--- src/rtl/aq_djpeg_bitstream_pkg.sv ---
// Shared definitions for the JPEG entropy-segment bit feeder: byte-FSM states and marker codes.
package aq_djpeg_bitstream_pkg;

    typedef enum logic [1:0] {
        S_DATA = 2'd0,
        S_FF   = 2'd1,
        S_RST  = 2'd2,
        S_HALT = 2'd3
    } byteState_t;

    localparam logic [7:0] M_STUFF = 8'h00;
    localparam logic [7:0] M_FILL  = 8'hFF;
    localparam logic [7:0] M_RST0  = 8'hD0;
    localparam logic [7:0] M_RST7  = 8'hD7;
    localparam logic [7:0] M_EOI   = 8'hD9;

    function automatic logic isRstMarker(input logic [7:0] code);
        return (code >= M_RST0) && (code <= M_RST7);
    endfunction

endpackage

--- src/rtl/aq_djpeg_bitstream_unstuff.sv ---
// Byte-level FSM: removes FF00 stuffing, swallows fill bytes and classifies markers.
module aq_djpeg_bitstream_unstuff
    import aq_djpeg_bitstream_pkg::*;
(
    input  logic       clk,
    input  logic       rst,
    input  logic       processInit,
    input  logic       accept,
    input  logic [7:0] inData,
    input  logic       alignPend,
    input  logic       alignExit,
    output byteState_t state,
    output logic       push,
    output logic [7:0] pushData,
    output logic       rstSkip,
    output logic       markerHit,
    output logic [7:0] markerCode
);

    byteState_t stateNext;

    // NOTE: state register and next-state logic are split; the register is the only
    // place with non-blocking assignments, the combinational block defaults every output first.
    always_ff @(posedge clk or posedge rst) begin
        if (rst)              state <= S_DATA;
        else if (processInit) state <= S_DATA;
        else                  state <= stateNext;
    end

    always_comb begin
        stateNext  = state;
        push       = 1'b0;
        pushData   = inData;
        rstSkip    = 1'b0;
        markerHit  = 1'b0;
        markerCode = inData;
        if (alignExit) begin
            stateNext = S_DATA;
        end else if (accept) begin
            unique case (state)
                S_DATA: begin
                    if (inData == M_FILL) stateNext = S_FF;
                    else                  push      = 1'b1;
                end
                S_FF: begin
                    if (inData == M_STUFF) begin
                        push      = 1'b1;
                        pushData  = M_FILL;
                        stateNext = S_DATA;
                    end else if (inData == M_FILL) begin
                        stateNext = S_FF;
                    end else if (isRstMarker(inData)) begin
                        // An earlier align already consumed this restart interval boundary.
                        rstSkip   = alignPend;
                        stateNext = alignPend ? S_DATA : S_RST;
                    end else begin
                        markerHit = 1'b1;
                        stateNext = S_HALT;
                    end
                end
                default: stateNext = state;
            endcase
        end
    end

endmodule

--- src/rtl/aq_djpeg_bitstream.sv ---
// Entropy-coded-segment bit feeder: MSB-aligned shift buffer presenting a 1-padded window to the huffman decoder.
module aq_djpeg_bitstream
    import aq_djpeg_bitstream_pkg::*;
#(
    parameter int BUF_W = 64,
    parameter int WIN_W = 32
) (
    input  logic             clk,
    input  logic             rst,
    input  logic             ProcessInit,
    input  logic             InValid,
    input  logic [7:0]       InData,
    output logic             InReady,
    output logic [WIN_W-1:0] DataOut,
    output logic             DataOutEnable,
    input  logic             DecodeUseBit,
    input  logic [6:0]       DecodeUseWidth,
    input  logic             DecodeAlignByte,
    output logic             MarkerDetected,
    output logic [7:0]       MarkerCode,
    output logic             StreamEnd,
    output logic             Underrun
);

    localparam int CNT_W = $clog2(BUF_W + 1);

    byteState_t       state;
    logic [BUF_W-1:0] shiftBuf, bufNext;
    logic [CNT_W-1:0] cnt, cntNext;
    logic             alignPend, accept, alignExit, underrunSet;
    logic             push, rstSkip, markerHit;
    logic [7:0]       pushData, markerCode;
    logic [2:0]       alignRem;

    assign InReady   = ((state == S_DATA) || (state == S_FF)) && (cnt <= CNT_W'(BUF_W - 8));
    assign accept    = InValid && InReady;
    assign alignExit = DecodeAlignByte && (state == S_RST);
    assign alignRem  = cnt[2:0];

    aq_djpeg_bitstream_unstuff uUnstuff (
        .clk        (clk),
        .rst        (rst),
        .processInit(ProcessInit),
        .accept     (accept),
        .inData     (InData),
        .alignPend  (alignPend),
        .alignExit  (alignExit),
        .state      (state),
        .push       (push),
        .pushData   (pushData),
        .rstSkip    (rstSkip),
        .markerHit  (markerHit),
        .markerCode (markerCode)
    );

    // Bits below cnt are always zero, so an incoming byte can simply be OR-ed in.
    always_comb begin
        bufNext     = shiftBuf;
        cntNext     = cnt;
        underrunSet = 1'b0;
        if (DecodeUseBit) begin
            bufNext = shiftBuf << DecodeUseWidth;
            if (int'(DecodeUseWidth) > int'(cnt)) begin
                cntNext     = '0;
                underrunSet = 1'b1;
            end else begin
                cntNext = cnt - CNT_W'(DecodeUseWidth);
            end
        end else if (DecodeAlignByte) begin
            bufNext = shiftBuf << alignRem;
            cntNext = cnt - CNT_W'(alignRem);
        end
        if (push) begin
            bufNext = bufNext | (BUF_W'(pushData) << (CNT_W'(BUF_W - 8) - cntNext));
            cntNext = cntNext + CNT_W'(8);
        end
    end

    always_ff @(posedge clk or posedge rst) begin
        if (rst) begin
            shiftBuf       <= '0;
            cnt            <= '0;
            alignPend      <= 1'b0;
            MarkerDetected <= 1'b0;
            MarkerCode     <= '0;
            StreamEnd      <= 1'b0;
            Underrun       <= 1'b0;
        end else if (ProcessInit) begin
            shiftBuf       <= '0;
            cnt            <= '0;
            alignPend      <= 1'b0;
            MarkerDetected <= 1'b0;
            MarkerCode     <= '0;
            StreamEnd      <= 1'b0;
            Underrun       <= 1'b0;
        end else begin
            shiftBuf       <= bufNext;
            cnt            <= cntNext;
            MarkerDetected <= markerHit;
            if (markerHit) begin
                MarkerCode <= markerCode;
                if (markerCode == M_EOI) StreamEnd <= 1'b1;
            end
            if (underrunSet) Underrun <= 1'b1;
            if (DecodeAlignByte && (state != S_RST)) alignPend <= 1'b1;
            else if (rstSkip)                        alignPend <= 1'b0;
        end
    end

    // Positions at or beyond cnt read as 1 so the decoder sees JPEG fill bits.
    always_comb begin
        DataOut = shiftBuf[BUF_W-1 -: WIN_W];
        if (int'(cnt) < WIN_W) DataOut = DataOut | ({WIN_W{1'b1}} >> cnt);
    end

    assign DataOutEnable = (int'(cnt) >= WIN_W) || (state == S_RST) || (state == S_HALT);

endmodule

--- config.mk ---
export PLATFORM = sky130hd
export DESIGN_NAME = aq_djpeg_bitstream
export DESIGN_NICKNAME = d
export VERILOG_FILES = /design/src/rtl/aq_djpeg_bitstream_pkg.sv /design/src/rtl/aq_djpeg_bitstream_unstuff.sv /design/src/rtl/aq_djpeg_bitstream.sv
export SDC_FILE = /design/constraint.sdc
export NUM_CORES = 1
export LEC_CHECK = 0
export CORE_ASPECT_RATIO = 1.5
export CORE_MARGIN = 1.5
export CORE_UTILIZATION = 35
export CTS_CLUSTER_SIZE = 12
export DETAILED_ROUTE_END_ITERATION = 10
export GPL_TIMING_DRIVEN = 0
export PLACE_DENSITY = 0.5
export SETUP_SLACK_MARGIN = 0.3
export SKIP_CTS_REPAIR_TIMING = 1
export SYNTH_ARGS = -nofsm -noshare
export SYNTH_HDL_FRONTEND = slang
export SYNTH_SLANG_ARGS = --single-unit
--- constraint.sdc ---
create_clock -name clk -period 5.5 [get_ports clk]
set_input_delay 1.1 -clock clk [delete_from_list [all_inputs] [get_ports clk]]
set_output_delay 1.1 -clock clk [all_outputs]
set_load 0.05 [all_outputs]
==> summary.md <==
| Metric | Value |
|---|---|
| Outcome | `finished clean` |
| Crit path max-delay family | `compound AO/OA/AOI/OAI gates` |
| Final ANT Viol Nets | `0` |
| Clock buffer count from CTS | `9` |
| Critical Path AT | `around 5.6 ns` |
| Pint | `0.001360 W` |
| GRT overflow | `0` |
| Via/cell ratio | `7.131` |
| 1st-iter DRT viols | `around 1800` |
| Largest net degree at the start of global routing | `64` |
| Peak supply drop | `approximately 0.23 mV` |
| Synth Register Bits | `85` |
| Die X | `~160 um` |
| Relative max-transition margin | `approximately a tenth` |
| Fraction of synthesized area in multiplexers | `32.11%` |
| WP buf/inv | `8` |
| Sw Ratio | `43.13%` |
| Initial antenna violation count | `3` |
| Wirelength, routed | `76.50 mm` |
| Seq pwr share | `30.4%` |
| Period minus WS final | `around 5.4 ns` |
| First-pass GRT wire length | `roughly 110 mm` |
| Netlist cell types | `87` |
| Syn. warnings | `0` |
| Post-synthesis adder-cell area fraction | `1.256%` |
| Mapped cell area | `12550 um^2` |
| Largest family of logic cells by synthesized area | `multiplexers` |
| Syn Nets | `1531` |
| Area post-placement | `13780 um^2` |
| Starting Density | `35.64%` |
| Power per cell area | `162.2 nW/um^2` |
| Pins Over Slew Limit | `0` |
| Area growth, synth to finish | `17.56%` |
| Simple-gate portion of the synthesized area | `17.32%` |
| Share of layout cells above drive strength 1 | `21.65%` |
| Setup Skew | `roughly 0.015 ns` |
| Final count of negative-setup-slack endpoints | `0` |
| Crit-path cells | `clkbuf_4 -> clkbuf_4 -> buf_6 -> buf_6 -> inv_1 -> ha_1 -> nand2b_1 -> a21o_2 -> a21oi_4 -> a32oi_2 -> ha_1 -> clkbuf_2 -> a2111o_1 -> o211a_1 -> clkbuf_4 -> o32ai_2 -> a221oi_2 -> buf_4 -> mux2i_4 -> o22ai_1` |
| Register area share after synthesis | `between 15 and 20%` |
| RSZ-0062 raised after global routing | `true` |
| Die area | `37020 um^2` |
| Combinational share of power | `a little over two fifths` |
| # clock sinks | `85` |
| Crit. End Element | `flop` |
| Worst-Margin Slew | `1.344 ns` |
| Worst EP required | `around 5.7 ns` |
| P_leak | `5.046 nW` |
| Ports | `66` |
| Worst R2R End | `shiftBuf[28]$_DFF_PP0_` |
| Synth top area share | `20.82%` |
| Htree depth | `3` |
| Xor and xnor area share after synthesis | `less than 1%` |
| CP max-delay cell | `a2111o_1` |
| Vias in the first global route | `14250` |
| Post-route cell area | `approximately 15000 um^2` |
| Final Net Count | `1626` |
| Pre-antenna DRT Iters | `6` |
| Worst flop-to-flop path startpoint | `cnt[1]$_DFF_PP0_` |
| Hold path start | `Underrun$_DFFE_PP0P_` |
| Post-Synthesis Cells | `~1500` |
| Residual DRC | `0` |
| Async SR Flop Fraction | `100.0%` |
| Fmax | `0.1835 GHz` |
| Final hold slack | `0.5198 ns` |
| Crit path launch type | `input pin` |
| Post-route setup TNS | `0 ns` |
| CTS tree | `done` |
| Die H | `234.9 um` |
| Synth area leader | `mux4_2` |
| Max FO, Critical Path | `10` |
| R2r setup slk | `approximately 0.36 ns` |
| Final period utilization | `99.08%` |
| Inst Count DP | `around 2000` |
| Top cells by count, synth | `206 x nand2_1, 138 x nor2_1, 117 x a21oi_1` |
| Final Hold Viols | `0` |
| Tot GR Track Use | `41.14%` |
| Hold path depth | `2` |
| CP most frequent cell | `clkbuf_4` |
| Core box area | `35210 um^2` |
| Clk pwr share | `27.4%` |
| Max-cap viol count | `0` |
| Clock-pin transition on the worst setup and hold timing paths | `0.07 ns` |
| DP HPWL | `between 50 and 60 mm` |
| CP Class | `in -> reg` |
| Wire per inst | `around 37 um` |
| Synth Flop Type | `dfrtp_1` |
| Most frequent cell after synthesis | `nand2_1` |
| Row count | `84` |
| Worst R2R Path Depth | `17` |
| Sw power | `between 0.001 and 0.0015 W` |
| DR vias | `14780` |
| Synth Area in Compound Gates | `26.00%` |
| Synth top area cells | `mux4_2 21%, dfrtp_1 17%, mux2i_1 7.3%` |
| Finished Layout Cells | `roughly 2100` |
| Clock Latency Late Sink | `approximately 0.38 ns` |
| Gpl congestion | `1.037` |
| Clock buffer depth | `2` |
| Min-Delay Endpoint | `Underrun$_DFFE_PP0P_` |
| IO buf count | `60` |
| Synthesized area per cell | `between 8 and 9 um^2` |
| CP peak stage delay | `0.39 ns` |
| Hold Crit Class | `reg -> reg` |
| Number of flops mapped to enable cells by yosys | `0` |
| Root buf cell | `clkbuf_16` |
## worst max-delay path by stage
stage,startpoint,to,depth (start not counted)
final,DecodeUseWidth[1],shiftBuf[9]$_DFF_PP0_,20
after global routing,DecodeUseWidth[1],shiftBuf[9]$_DFF_PP0_,20
after CTS,DecodeUseWidth[1],shiftBuf[14]$_DFF_PP0_,19
after detailed placement,DecodeUseWidth[1],shiftBuf[14]$_DFF_PP0_,19
after global placement,DecodeUseWidth[1],shiftBuf[14]$_DFF_PP0_,19
after floorplan,DecodeUseWidth[2],shiftBuf[29]$_DFF_PP0_,20
## kinds of logic (layout without fill, tap and decap cells)
kind of cell / after synthesis / after routing
flops: 85 / 85
simple gates: 487 / 487
mux: 252 / 252
xor+xnor: 7 / 7
compound gates: 476 / 476
buf+inv: 179 / 279
other cells: 0 / 1
fa+ha+maj: 12 / 12
## flip-flops by register name (all words and copies together) (netlist names)
register and count:
alignPend 1, Underrun 1, shiftBuf 64, MarkerDetected 1, MarkerCode 8, StreamEnd 1
cnt 7, uUnstuff.state 2
## power by group through the flow
stage / clock [W] / sequential, W / combinational [W]
3_5_place_dp: 0 / 0.000732 / 0.000908
3_3_place_gp: 0 / 0.000733 / 0.000910
4_1_cts: 0.000662 / 0.000720 / 0.000912
6_report: 0.000656 / 0.000728 / 0.00101
5_1_grt: 0.000690 / 0.000724 / 0.00104
2_1_floorplan: 0 / 0.000690 / 0.000584
## cell type report
class / count / area, um^2
Antenna cell: 1 / 2.502
Buffer: 147 / 668.1
Clock buffer: 10 / 239.0
Clock inverter: 6 / 68.82
Fill cell: 3674 / 20460
Inverter: 32 / 133.9
Multi-Input combinational cell: 1234 / 10110
Sequential cell: 85 / 2127
Tap cell: 473 / 591.8
Timing Repair Buffer: 84 / 813.3
## cell usage in the layout, fill, tap and decap left out, types with 16 or more instances in the layout
cell type / n
mux2_2: 44
nand2_1: 205
dfrtp_1: 85
mux2i_1: 82
a21oi_1: 112
a21o_1: 29
buf_4: 24
nor2_1: 138
clkdlybuf4s50_1: 58
nor2b_1: 18
buf_2: 23
o21ai_0: 64
nor3_1: 24
mux4_2: 116
inv_1: 24
o211ai_1: 19
o22ai_1: 25
a211oi_1: 36
clkbuf_1: 73
a311oi_1: 22
o32ai_1: 16
nand3_1: 21
buf_1: 25
## metal layers
| metal | share of wire, % | wire length, um | GRT usage [%] | up-vias |
|---|---|---|---|---|
| met3 | 9.1 | 6976 | 7.728 | 389 |
| met1 | 33 | 25170 | 45.75 | 7268 |
| met5 | 0.017 | 13 | 0 | - |
| li1 | - | - | - | 5971 |
| met2 | 47 | 35740 | 67.23 | 1145 |
| met4 | 11 | 8600 | 34.42 | 2 |
## stage by stage
stage / total power [W] / worst slack (ns) / util [%]
floorplan: 0.001274 / 0.3215 / -
global placement: 0.001644 / -2.755 / 39.05
detailed placement: 0.001641 / -2.752 / 39.13
CTS: 0.002294 / -2.358 / 40.01
global route: 0.002453 / -0.009012 / 41.89
finish: 0.002392 / 0.05085 / 41.89
## tightest hold or removal path: stages (launching register included)
cell	delay, ns
dfrtp_1	0.36
a21oi_1	0.05
nor2_1	0.07
No activity file was read; power rests on OpenSTA's default activity.
